`config.mk`:
```
export PLATFORM = sky130hd
export DESIGN_NAME = dbus_lsu
export DESIGN_NICKNAME = d
export VERILOG_FILES = /design/src/rtl/dbus_lsu.sv
export SDC_FILE = /design/constraint.sdc
export NUM_CORES = 1
export LEC_CHECK = 0
export CAP_MARGIN = 20
export CORE_UTILIZATION = 45
export CTS_BUF_LIST = sky130_fd_sc_hd__clkbuf_8
export DETAILED_ROUTE_END_ITERATION = 8
export MAX_ROUTING_LAYER = met4
export PLACE_DENSITY_LB_ADDON = 0.05
export REMOVE_ABC_BUFFERS = 1
export SYNTH_ARGS = -nofsm -noshare
export SYNTH_HDL_FRONTEND = slang
export SYNTH_SLANG_ARGS = --single-unit
```
`constraint.sdc`:
```
create_clock -name clk_i -period 5.4 [get_ports clk_i]
set_input_delay 0.81 -clock clk_i [delete_from_list [all_inputs] [get_ports clk_i]]
set_output_delay 0.81 -clock clk_i [all_outputs]
set_load 0.005 [all_outputs]
```
`src/rtl/dbus_lsu.sv`:
```
// Load/store unit for one core slot of the shared dmem bus: size/alignment checks, sub-word lanes, LR/SC.
// Define DBUS_LSU_AMO_EN to add AMOSWAP/AMOADD, executed as an LR/SC retry loop.
`ifndef DMEM_ADDRW
`define DMEM_ADDRW 16
`endif

module dbus_lsu #(
  parameter int DMEM_ADDRW = `DMEM_ADDRW
) (
  input  logic                  clk_i,
  input  logic                  rst_ni,
  input  logic                  req_valid_i,
  output logic                  req_ready_o,
  input  logic [2:0]            req_op_i,
  input  logic [1:0]            req_size_i,
  input  logic                  req_unsigned_i,
  input  logic [31:0]           req_addr_i,
  input  logic [31:0]           req_wdata_i,
  output logic                  rsp_valid_o,
  output logic [31:0]           rsp_rdata_o,
  output logic                  rsp_err_o,
  output logic                  re_o,
  output logic                  we_o,
  output logic [DMEM_ADDRW-1:0] addr_o,
  output logic [31:0]           wdata_o,
  output logic [3:0]            wstrb_o,
  output logic                  is_lr_o,
  output logic                  is_sc_o,
  input  logic [31:0]           rdata_i,
  input  logic                  stall_i
);

  localparam logic [2:0] OP_LOAD    = 3'b000;
  localparam logic [2:0] OP_STORE   = 3'b001;
  localparam logic [2:0] OP_LR      = 3'b010;
  localparam logic [2:0] OP_SC      = 3'b011;
  localparam logic [2:0] OP_AMOSWAP = 3'b100;
  localparam logic [2:0] OP_AMOADD  = 3'b101;

  localparam logic [1:0] SZ_BYTE = 2'b00;
  localparam logic [1:0] SZ_HALF = 2'b01;
  localparam logic [1:0] SZ_WORD = 2'b10;

  typedef enum logic [2:0] {
    IDLE, ISSUE, WAIT, ERR
`ifdef DBUS_LSU_AMO_EN
    , AMO_SC, AMO_SCW
`endif
  } state_t;

  state_t                state;
  logic [2:0]            op_q;
  logic [1:0]            size_q;
  logic                  uns_q;
  logic [DMEM_ADDRW+1:0] addr_q;
  logic [31:0]           wdata_q;
  logic                  amo_q;

`ifdef DBUS_LSU_AMO_EN
  logic [31:0] old_q;
  assign amo_q = (op_q == OP_AMOSWAP) || (op_q == OP_AMOADD);
`else
  assign amo_q = 1'b0;
`endif

  function automatic logic req_bad(input logic [2:0] op, input logic [1:0] size,
                                   input logic [1:0] off);
    logic bad;
    bad = (size == 2'b11) || (op[2:1] == 2'b11);
`ifndef DBUS_LSU_AMO_EN
    bad = bad || (op == OP_AMOSWAP) || (op == OP_AMOADD);
`endif
    bad = bad || ((size == SZ_HALF) && off[0]) || ((size == SZ_WORD) && (off != 2'b00));
    bad = bad || ((op != OP_LOAD) && (op != OP_STORE) && (size != SZ_WORD));
    return bad;
  endfunction

  function automatic logic [31:0] lane_data(input logic [1:0] size, input logic [31:0] wd);
    case (size)
      SZ_BYTE: return {4{wd[7:0]}};
      SZ_HALF: return {2{wd[15:0]}};
      default: return wd;
    endcase
  endfunction

  function automatic logic [3:0] lane_strb(input logic [1:0] size, input logic [1:0] off);
    case (size)
      SZ_BYTE: return 4'b0001 << off;
      SZ_HALF: return 4'b0011 << off;
      default: return 4'b1111;
    endcase
  endfunction

  function automatic logic [31:0] load_data(input logic [31:0] rd, input logic [1:0] size,
                                            input logic [1:0] off, input logic uns);
    logic [31:0] s;
    s = rd >> {off, 3'b000};
    case (size)
      SZ_BYTE: return {{24{~uns & s[7]}}, s[7:0]};
      SZ_HALF: return {{16{~uns & s[15]}}, s[15:0]};
      default: return rd;
    endcase
  endfunction

  // Bus outputs and ready are registered for the state being entered, so they hold steady through stalls.
  always_ff @(posedge clk_i or negedge rst_ni) begin
    if (!rst_ni) begin
      state       <= IDLE;
      req_ready_o <= 1'b1;
      re_o        <= 1'b0;
      we_o        <= 1'b0;
      is_lr_o     <= 1'b0;
      is_sc_o     <= 1'b0;
      addr_o      <= '0;
      wdata_o     <= '0;
      wstrb_o     <= '0;
      op_q        <= '0;
      size_q      <= '0;
      uns_q       <= 1'b0;
      addr_q      <= '0;
      wdata_q     <= '0;
`ifdef DBUS_LSU_AMO_EN
      old_q       <= '0;
`endif
    end else begin
      case (state)
        IDLE: begin
          if (req_valid_i) begin
            op_q        <= req_op_i;
            size_q      <= req_size_i;
            uns_q       <= req_unsigned_i;
            addr_q      <= req_addr_i[DMEM_ADDRW+1:0];
            wdata_q     <= req_wdata_i;
            req_ready_o <= 1'b0;
            if (req_bad(req_op_i, req_size_i, req_addr_i[1:0])) begin
              state <= ERR;
            end else begin
              state   <= ISSUE;
              addr_o  <= req_addr_i[DMEM_ADDRW+1:2];
              re_o    <= (req_op_i != OP_STORE) && (req_op_i != OP_SC);
              we_o    <= (req_op_i == OP_STORE) || (req_op_i == OP_SC);
              is_lr_o <= (req_op_i == OP_LR) || req_op_i[2];
              is_sc_o <= (req_op_i == OP_SC);
              if ((req_op_i == OP_STORE) || (req_op_i == OP_SC)) begin
                wdata_o <= lane_data(req_size_i, req_wdata_i);
                wstrb_o <= lane_strb(req_size_i, req_addr_i[1:0]);
              end
            end
          end
        end
        ISSUE: begin
          if (!stall_i) begin
            state   <= WAIT;
            re_o    <= 1'b0;
            we_o    <= 1'b0;
            is_lr_o <= 1'b0;
            is_sc_o <= 1'b0;
            addr_o  <= '0;
            wdata_o <= '0;
            wstrb_o <= '0;
          end
        end
        WAIT: begin
`ifdef DBUS_LSU_AMO_EN
          if (amo_q) begin
            state   <= AMO_SC;
            old_q   <= rdata_i;
            we_o    <= 1'b1;
            is_sc_o <= 1'b1;
            addr_o  <= addr_q[DMEM_ADDRW+1:2];
            wstrb_o <= 4'b1111;
            wdata_o <= (op_q == OP_AMOADD) ? rdata_i + wdata_q : wdata_q;
          end else begin
            state       <= IDLE;
            req_ready_o <= 1'b1;
          end
`else
          state       <= IDLE;
          req_ready_o <= 1'b1;
`endif
        end
        ERR: begin
          state       <= IDLE;
          req_ready_o <= 1'b1;
        end
`ifdef DBUS_LSU_AMO_EN
        AMO_SC: begin
          if (!stall_i) begin
            state   <= AMO_SCW;
            we_o    <= 1'b0;
            is_sc_o <= 1'b0;
            addr_o  <= '0;
            wdata_o <= '0;
            wstrb_o <= '0;
          end
        end
        // A failed SC means the reservation was lost: start over with a fresh LR.
        AMO_SCW: begin
          if (rdata_i == 32'd0) begin
            state       <= IDLE;
            req_ready_o <= 1'b1;
          end else begin
            state   <= ISSUE;
            re_o    <= 1'b1;
            is_lr_o <= 1'b1;
            addr_o  <= addr_q[DMEM_ADDRW+1:2];
          end
        end
`endif
        default: begin
          state       <= IDLE;
          req_ready_o <= 1'b1;
        end
      endcase
    end
  end

  // The response follows rdata_i in the cycle after grant, so it is decoded combinationally.
  always_comb begin
    rsp_valid_o = 1'b0;
    rsp_err_o   = 1'b0;
    rsp_rdata_o = '0;
    case (state)
      ERR: begin
        rsp_valid_o = 1'b1;
        rsp_err_o   = 1'b1;
      end
      WAIT: begin
        if (!amo_q) begin
          rsp_valid_o = 1'b1;
          case (op_q)
            OP_LOAD:      rsp_rdata_o = load_data(rdata_i, size_q, addr_q[1:0], uns_q);
            OP_LR, OP_SC: rsp_rdata_o = rdata_i;
            default:      rsp_rdata_o = '0;
          endcase
        end
      end
`ifdef DBUS_LSU_AMO_EN
      AMO_SCW: begin
        if (rdata_i == 32'd0) begin
          rsp_valid_o = 1'b1;
          rsp_rdata_o = old_q;
        end
      end
`endif
      default: ;
    endcase
  end

endmodule

```
Word level (Yosys, flattened, before mapping):

Index checks and enable logic that the tools add are counted.

* register bits after elaboration: 68
* logic and storage cells: 109
* output and inout port bits: 91
* input port bits: 106

* shifts and indexed selects: 3
* equal/unequal tests: 22
* bitwise gates (word level): 4
* muxes and demuxes: 40
* reduce and logical (&&, ||, !) cells: 27

Operators by type and width (number)
* case mux 32 bit (2 select lines): 4
* two-way mux 32 bit: 5
* two-way mux 16 bit: 3
* case mux 16 bit (2 select lines): 1
* right shift 32 x 5 -> 16 bit: 1
* equality test 3 x 2 -> 1 bit (second input constant): 6
* two-way mux 4 bit: 4
* case mux 4 bit (2 select lines): 2
* two-way mux 1 bit: 12
* inequality test 2 bit (second input constant): 5
* case mux 1 bit (2 select lines): 5
* logical OR 1 bit: 8
* equality test 2 bit (second input constant): 3
* equality test 3 x 1 -> 1 bit (second input constant): 2
* equality test 3 bit (second input constant): 2
* zero test 3 bit: 2
* two-way mux 3 bit: 2
* case mux 3 bit (2 select lines): 1
* AND reduction 2 bit: 3
* logical AND 1 bit: 5
* AND reduction 5 bit: 1
* equality test 2 x 1 -> 1 bit (second input constant): 2
* zero test 2 bit: 2
* AND reduction 4 bit: 1
* 10 further kinds: 14

Logic depth before layout (Yosys ltp):

Gate-level depths: netlist (run 1).

* depth after elaboration: 10
* gate-level depth with buffers: 8
* mapped depth without buffers: 4

Least setup slack after synthesis (run 1):

OpenSTA, ideal clock, no wires.

* kind: register -> output
* start point: register op_q[0]
* end point: output port rsp_rdata_o[21]
* path buffers: 4
* data arrival time: 1.972 ns
* path slack: 2.618 ns
* data required time: 4.590 ns
* cell stages (with the launch flop): 9
* cell sequence: dfrtp_1 or3_1 buf_6 or3_4 buf_6 or2_1 buf_6 buf_12 o2bb2ai_2

* word-level cells in the longest chain between the ends: 4
* elaborated cells on any way between the ends: 6
* classes of those cells: 2 x eq/ne; 2 x mux; 2 x reduce/logical

Ends and longest elaborated chain
* from (decl): RTL line 52 `logic [2:0] op_q;`
* from (signal assigned): RTL line 129 `op_q <= req_op_i;`
* equality test 3 x 2 -> 1 bit: RTL line 231 `case (op_q)`
* OR reduction 2 bit: RTL line 231
* case mux 32 bit (2 select lines) *: RTL line 231
* two-way mux 32 bit *: RTL line 223 `case (state)`
* to (decl): RTL line 20 `output logic [31:0] rsp_rdata_o,`

Every way passes the cells marked *; elsewhere a longest branch is shown, timed or not.

Final worst setup path (run 1):

* start point: register addr_q[0]
* end point: output port rsp_rdata_o[11]

* word-level cells in the longest chain between the ends: 5

Ends and longest elaborated chain
* from (decl): RTL line 55 `logic [DMEM_ADDRW+1:0] addr_q;`
* from (signal assigned): RTL line 132 `addr_q <= req_addr_i[DMEM_ADDRW+1:0];`
* right shift 32 x 5 -> 16 bit *: RTL line 97 `s = rd >> {off, 3'b000};`
* AND 1 bit: RTL line 99 `SZ_BYTE: return {{24{~uns & s[7]}}, s[7:0]};`
* case mux 32 bit (2 select lines) *: RTL line 98 `case (size)`
* case mux 32 bit (2 select lines) *: RTL line 231
* two-way mux 32 bit *: RTL line 223

Marked as above.

==> impl_metrics.ini, run 1 <==
[route]
vias = 3914
wirelength_um = 11300
first_pass_iters = 4
drc_errors = 0
ant_nets = 0
drt_iter0_drc = 110
routedWlPerCell_um = 16.0
via_per_inst = 5.54

[sta]
setup_tns_ns = 0
post-route-period-util_pct = 72.2
max_freq_mhz = 257
fin_worst_skew_ns = 0.00788
hold_viol = 0
slew_violations = 0
relSlewSlack_pct = 29.5
grt_setup_unrepaired = false
period_needed_ns = 3.90
worstMarginPinSlew_ns = 1.06
setup_viol = 0

[clock_tree]
clock_sinks = 67
clock_latency_ns = 0.34
clk_path_buf_depth = 2
htreeDepth = 3
clk_pin_slew_ns = 0.07
postCtsSetupRepairBufs = 0
cts.repair.resized = 0
cts-root-buf = clkbuf_8
cts_buffers = 9
cts_tree = yes
cts_hold_buf = 0

[logic_synthesis]
syn_area_sq_um = 3970
yosysTopAreaCellShare_pct = 41.6
yosysUniqueCellTypes = 43
yosys.area.top_type = dfrtp_1
ys_dominant_reg_cell = dfrtp_1
ys_ff_latch = 67
yosysMostFrequentCell = dfrtp_1
synth-edff-count = 0
seq_area_frac_synth_pct = 42.2
synth.area.top_cells = dfrtp_1, mux2i_1, nand2_1, o21ai_0, nand3_1
async_flop_share_pct = 100
synth_cells = 441
synthTopCellsByCount = dfrtp_1, nand2_1, o21ai_0, mux2i_1, nand3_1
avgSynthCellArea_sq_um = 9.01
synth_warnings = 0

[global_routing]
grt_overflow = 0
grt_max_degree = 68
antenna_found_initial = 0
grtUsageTotal_pct = 25.8
grt_pass1_wl_um = 17800
grt_pass1_vias = 3793

[pwr]
power.ir.vdd_worst_mv = 0.198
p_per_area_nw_per_um2 = 378
p_leak_nw = 2.42

[setup_path]
critPathRequiredTime_ns = 4.59
crit_type = flip-flop to primary output
reg2reg_depth = 4
cp-startpoint = addr_q[0]
r2r_start = state[1]
crit_path_start_kind = flip-flop
r2r_end = is_sc_o
reg2reg_slack_ns = 2.78
cp_max_fo = 32
crit_arrival_ns = 3.09
end_kind = primary output

[final_layout]
area_delta_synth_final_pct = 49.9
insertedDiodeCount = 0
design_area_sq_um = 5950
layout.nets = 704
fin_util_pct = 71.0
drive_gt1_share_pct = 7.81

[place]
gp_congestion = 0.877
dpl.hpwl_um = 7840
post_dp_cell_area_sq_um = 5780
io_buffers = 182

[hold_path]
worstHoldStart = req_ready_o
hold_class = flip-flop to flip-flop
holdPathEnd = req_ready_o
whs_path_depth = 2

[floorplan]
fp.dieArea_sq_um = 9200
fp.coreArea_sq_um = 8380
pin_count = 197
die_w_um = 95.9
die_y_um = 95.9
num_rows = 33
initial_core_util_pct = 47.4

[flow_run]
maxCapViolations = 0

[run_status]
status = finished clean
[worst max-delay path by stage]
stage	end	depth (start not counted)
after floorplan	wdata_o[11]	4
after global placement	rsp_rdata_o[11]	6
after detailed placement	rsp_rdata_o[11]	6
after CTS	rsp_rdata_o[11]	5
after global routing	rsp_rdata_o[11]	5
final	rsp_rdata_o[11]	5
[power by group]
part	switching (mW)	total (mW)	leakage, nW	internal, mW
logic	0.455	1.04	1.43	0.586
registers	0.177	0.830	0.895	0.653
clock network	0.199	0.378	0.0887	0.179
total	0.831	2.25	2.42	1.42
[metrics by stage]
step	setup slack (ns)	cells	power (mW)	hold WS, ns
after floorplan	1.37	400	1.30	0.464
after detailed placement	1.72	692	1.88	0.474
after global routing	1.28	707	2.41	0.508
final	1.50	707	2.25	0.479
after global placement	1.74	692	1.84	0.463
after CTS	1.53	707	2.26	0.486
[critical path, stage by stage (launching register included)]
cell             delay, ns
dfrtp_1               0.91
or3b_2                0.50
o22ai_1               0.53
a21oi_1               0.13
o2bb2ai_1             0.17
clkdlybuf4s50_1       0.51
[placed cells by master (no fill, tap or decap), types with 10 or more instances in the layout]
master	instances
nand2_1	58
clkbuf_8	10
mux2i_1	36
dfrtp_1	66
o21ai_1	14
o21ai_0	41
o2bb2ai_2	10
clkdlybuf4s50_1	181
a21oi_1	23
nand3_1	36
nor2_1	31
o2bb2ai_1	14
[kinds of logic after synthesis]
logic type	after synthesis	share of synthesized area (%)
buffers and inverters	44	5.45
AO/OA/AOI/OAI	125	21.4
multiplexers	44	11.3
flip-flops	67	42.2
AND/OR/NAND/NOR	161	19.6
[layer usage]
metal | vias up | part of all wire, % | track usage [%]
li1 | 1894 | - | -
met1 | 1857 | 41 | 31.6
met2 | 144 | 50 | 41.4
met3 | 19 | 7.2 | 6.32
met4 | 0 | 2.1 | 9.45
met5 | - | 0 | -
[registers in the layout (all words and copies together) (netlist names)]
name / flops
addr_o: 16
addr_q: 2
is_lr_o: 1
is_sc_o: 1
op_q: 3
re_o: 1
req_ready_o: 1
size_q: 2
state: 2
uns_q: 1
wdata_o: 32
we_o: 1
wstrb_o: 4
[final cells by class]
class / instances / area, sq um
Fill cell: 689 / 2430
Multi-Input combinational cell: 330 / 2100
Timing Repair Buffer: 187 / 1860
Sequential cell: 67 / 1680
Clock buffer: 10 / 138
Tap cell: 105 / 131
Clock inverter: 5 / 38.8
Inverter: 3 / 11.3
No activity file was read; power rests on OpenSTA's default activity.
==> run 2: changes to the inputs <==
--- a/config.mk
+++ b/config.mk
@@ -6,7 +6,7 @@
 export NUM_CORES = 1
 export LEC_CHECK = 0
 export CAP_MARGIN = 20
-export CORE_UTILIZATION = 45
+export CORE_UTILIZATION = 38
 export CTS_BUF_LIST = sky130_fd_sc_hd__clkbuf_8
 export DETAILED_ROUTE_END_ITERATION = 8
 export MAX_ROUTING_LAYER = met4
==> constraint.sdc (replaced) <==
create_clock -name clk_i -period 3.4 [get_ports clk_i]
set_input_delay 0.51 -clock clk_i [delete_from_list [all_inputs] [get_ports clk_i]]
set_output_delay 0.51 -clock clk_i [all_outputs]
set_load 0.005 [all_outputs]
==> run 2 against run 1 <==
Effect of this change: worst setup slack lost 1.3 ns; via count shrank 1.8%; final area rose by 2.7%; hold slack worse by 0.23 ns; non-clock buffer count grew 7; sequential power increased by 54%; highest routed layer unchanged; critical endpoint is now rsp_rdata_o[19]; final cell count is 5.1% higher; largest cell class unchanged.
==> impl_metrics.ini, run 2 (synthesis results as in run 1) <==
[run_status]
status = finished clean

[clock_tree]
cts_buffers = 9
clock_latency_ns = 0.34
postCtsSetupRepairBufs = 0
cts_hold_buf = 0
clk_pin_slew_ns = 0.08
cts_tree = yes
clk_path_buf_depth = 2
clock_sinks = 67
cts-root-buf = clkbuf_8
htreeDepth = 3

[setup_path]
crit_arrival_ns = 2.73
crit_type = flip-flop to primary output
cp_max_fo = 16
crit_path_start_kind = flip-flop
critPathRequiredTime_ns = 2.89
end_kind = primary output
reg2reg_slack_ns = 1.47

[sta]
grt_setup_unrepaired = false
relSlewSlack_pct = 33.9
fin_worst_skew_ns = 0.00545
setup_tns_ns = 0
period_needed_ns = 3.24
slew_violations = 0
setup_viol = 0
timing.final.ws_setup_ns = 0.164
worstMarginPinSlew_ns = 0.988
max_freq_mhz = 309
fin_hold_ws_ns = 0.248
post-route-period-util_pct = 95.2
hold_viol = 0

[pwr]
p_per_area_nw_per_um2 = 619
power.ir.vdd_worst_mv = 0.267
power.total_mw = 3.78
p_leak_nw = 2.48

[flow_run]
maxCapViolations = 0

[route]
ant_nets = 0
first_pass_iters = 4
wirelength_um = 11600
via_per_inst = 5.17
routedWlPerCell_um = 15.6
drt_iter0_drc = 168
drc_errors = 0
vias = 3844

[floorplan]
die_w_um = 104
pin_count = 197
fp.coreArea_sq_um = 9950
fp.dieArea_sq_um = 10900
num_rows = 36
initial_core_util_pct = 39.9
die_y_um = 104

[place]
io_buffers = 182
gp_congestion = 0.858
pre_cts_slack_ns = 0.183
dpl.hpwl_um = 8210

[hold_path]
hold_class = primary input to async pin

[global_routing]
grt_max_degree = 68
grt_pass1_vias = 3648
grtUsageTotal_pct = 22.2
grt_overflow = 0
antenna_found_initial = 0
grt_pass1_wl_um = 18800

[final_layout]
largest_reg_flops = 32
top_register = wdata_o
area_delta_synth_final_pct = 53.9
fin_util_pct = 61.4
layout.nets = 711
drive_gt1_share_pct = 9.51
largest_registers = wdata_o x32, addr_o x16, wstrb_o x4
mostFrequentLayoutCell = clkdlybuf4s50_1
insertedDiodeCount = 0
fillers = 876
layout_common_cells = clkdlybuf4s50_1, dfrtp_1, nand2_1, o21ai_0
regArea_sq_um = 1680
multi_input_area_sq_um = 2110
==> run 2: cell count changes in the layout (fill, tap and decap cells not counted), sizes merged <==
cell / delta
clkbuf: +1
clkinv: -3
bufinv: +2
buf: +7
clkinvlp: +1
==> run 2: power by group <==
part           switching [mW]  internal (mW)
sequential              0.237           1.04
combinational           0.785          0.962
clock                   0.304          0.455
==> run 2: metrics by stage <==
step / cell area, sq um / std cells
floorplan: 3770 / 400
global placement: 5860 / 727
detailed placement: 5860 / 727
CTS: 6100 / 743
global route: 6110 / 743
finish: 6110 / 743
==> run 2: worst paths after layout <==
kind / from / end / depth (start not counted)
worst max-delay path: op_q[0] / rsp_rdata_o[19] / 5
worst min-delay path: rst_ni / addr_o[5] / 1
worst max register to register: state[1] / wdata_o[13] / 4
worst min register to register: req_ready_o / req_ready_o / 2
max in group asynchronous: rst_ni / wdata_o[20] / 1
min in group clk_i: req_ready_o / req_ready_o / 2
==> run 2: cell type report <==
| type | count | area share (%) |
|---|---|---|
| inverters | 3 | 0.184 |
| clock inverters | 5 | 1.37 |
| well taps | 133 | 2.72 |
| clock buffers | 11 | 2.48 |
| multi-input cells | 330 | 34.6 |
| repair buffers | 194 | 31.2 |
| flip-flops and latches | 67 | 27.5 |
==> run 2: worst max-delay path, cell delays in order, from the launching register on <==
cell and delay, ns:
dfrtp_1 0.39, or3_4 0.44, or3_4 0.45, or2_4 0.35, o2bb2ai_1 0.20, clkdlybuf4s50_1 0.53
==> run 2: repair_timing <==
| action | 4_1_cts | 5_1_grt |
|---|---|---|
| gates cloned | 0 | 0 |
| resized for setup | 2 | 2 |
| setup endpoints to repair | 16 | 8 |
==> run 2: per-layer routing <==
layer	GRT usage [%]	wire [um]	vias up
met1	28.0	5100	1800
li1	-	-	1916
met3	6.45	808	9
met4	4.69	99	0
met2	35.4	5580	119
met5	-	0	-
==> run 3: changes to the inputs <==
--- a/config.mk
+++ b/config.mk
@@ -11,7 +11,6 @@
 export DETAILED_ROUTE_END_ITERATION = 8
 export MAX_ROUTING_LAYER = met4
 export PLACE_DENSITY_LB_ADDON = 0.05
-export REMOVE_ABC_BUFFERS = 1
 export SYNTH_ARGS = -nofsm -noshare
 export SYNTH_HDL_FRONTEND = slang
 export SYNTH_SLANG_ARGS = --single-unit
==> run 3 against run 2 <==
Effect of this change: sequential share of layout area is 0.17 points higher; count of clock-buffer cells in the layout is 2 lower; clock skew is 0.0033 ns higher.
==> impl_metrics.ini, run 3 (synthesis results as in run 1) <==
[final_layout]
largest_registers = wdata_o x32, addr_o x16, wstrb_o x4
top_register = wdata_o
fin_util_pct = 61.1
layout.nets = 710
layout_common_cells = clkdlybuf4s50_1, dfrtp_1, nand2_1, o21ai_0
design_area_sq_um = 6080
insertedDiodeCount = 0
fin_cells = 742
area_delta_synth_final_pct = 53.1
fillers = 898
mostFrequentLayoutCell = clkdlybuf4s50_1
drive_gt1_share_pct = 9.52
regArea_sq_um = 1680
largest_reg_flops = 32
multi_input_area_sq_um = 2110

[global_routing]
grt_pass1_vias = 3900
grt_overflow = 0
antenna_found_initial = 0
grt_max_degree = 68
grtUsageTotal_pct = 22.9
grt_pass1_wl_um = 19500

[route]
ant_nets = 0
vias = 3884
drc_errors = 0
wirelength_um = 12000
drt_iter0_drc = 175
first_pass_iters = 4
routedWlPerCell_um = 16.2
via_per_inst = 5.23

[clock_tree]
postCtsSetupRepairBufs = 0
clk_pin_slew_ns = 0.09
clk_path_buf_depth = 2
cts-root-buf = clkbuf_8
htreeDepth = 3
cts_tree = yes
clock_latency_ns = 0.35
clock_sinks = 67
cts_buffers = 9
cts_hold_buf = 0

[flow_run]
maxCapViolations = 0

[place]
dpl.hpwl_um = 8600
io_buffers = 182
post_dp_cell_area_sq_um = 5860
place_inst = 726
pre_cts_slack_ns = 0.202
gp_congestion = 0.795

[setup_path]
crit_arrival_ns = 2.71
crit_path_start_kind = flip-flop
crit_type = flip-flop to primary output
critPathRequiredTime_ns = 2.89
critPathMostFrequentCell = or3_4
cp_max_fo = 16
critPathSlowestCell = clkdlybuf4s50_1
crit_buf_inv = 1
crit_family = simple AND/OR/NAND/NOR gates
cp_cell_sequence = or3_4 -> or3_4 -> or2_4 -> o2bb2ai_1 -> clkdlybuf4s50_1
slowest_delay_ns = 0.52
end_kind = primary output

[sta]
hold_viol = 0
worstMarginPinSlew_ns = 0.914
post-route-period-util_pct = 94.7
setup_viol = 0
timing.final.ws_setup_ns = 0.181
slew_violations = 0
period_needed_ns = 3.22
grt_setup_unrepaired = false
fin_worst_skew_ns = 0.00876
relSlewSlack_pct = 39.1
setup_tns_ns = 0
max_freq_mhz = 311

[floorplan]
fp.dieArea_sq_um = 10900
pin_count = 197
die_y_um = 104
num_rows = 36
initial_core_util_pct = 39.9
die_w_um = 104
fp.coreArea_sq_um = 9950

[pwr]
p_leak_nw = 2.46
p_per_area_nw_per_um2 = 609
power.ir.vdd_worst_mv = 0.267

[run_status]
status = finished clean

[logic_synthesis]
syn_nets = 547

[hold_path]
hold_class = primary input to async pin
-- run 3: changes by cell type in the layout (fill, tap and decap cells not counted), sizes merged --
cell / previous run / this run
buf: 13 / 12
bufinv: 2 / 1
clkbuf: 11 / 9
clkinv: 0 / 1
inv: 4 / 6
-- run 3: power by group --
part           internal, mW  switching (mW)  total, mW
clock network         0.350           0.343      0.692
registers              1.04           0.229       1.27
logic                 0.957           0.781       1.74
total                  2.35            1.35       3.70
-- run 3: what timing repair did --
| action | CTS | global route |
|---|---|---|
| hold endpoints to repair | 0 | 0 |
| gates resized for setup | 2 | 3 |
| endpoints found under the setup margin | 16 | 13 |
-- run 3: final timing paths --
kind | from | to | slack, ns | depth (start not counted)
setup / recovery | op_q[0] | rsp_rdata_o[19] | 0.18 | 5
hold / removal | rst_ni | addr_o[5] | 0.27 | 1
setup reg to reg | state[1] | wdata_o[19] | 1.38 | 4
hold reg to reg | req_ready_o | req_ready_o | 0.47 | 2
max in group asynchronous | rst_ni | addr_q[1] | 2.53 | 1
min in group clk_i | req_ready_o | req_ready_o | 0.47 | 2
-- run 3: area by class of cell --
cell class	instances	area share, %
Clock buffer	9	2.04
Clock inverter	7	1.36
Inverter	3	0.185
Multi-Input combinational cell	330	34.8
Sequential cell	67	27.6
Tap cell	133	2.74
Timing Repair Buffer	193	31.3
-- run 3: stage by stage --
| step | hold slack, ns | total power, mW |
|---|---|---|
| 6_report | 0.266 | 3.70 |
| 5_1_grt | 0.323 | 3.96 |
| 4_1_cts | 0.287 | 3.72 |
| 3_5_place_dp | 0.466 | 3.02 |
| 3_3_place_gp | 0.468 | 2.98 |
| 2_1_floorplan | 0.214 | 2.17 |
-- run 3: routing by layer --
metal	GRT usage, %	vias to the layer above	wire length [um]
met5	-	-	0
met4	5.61	0	139
met3	6.20	12	765
met2	39.3	118	5980
met1	26.6	1842	5130
li1	-	1912	-
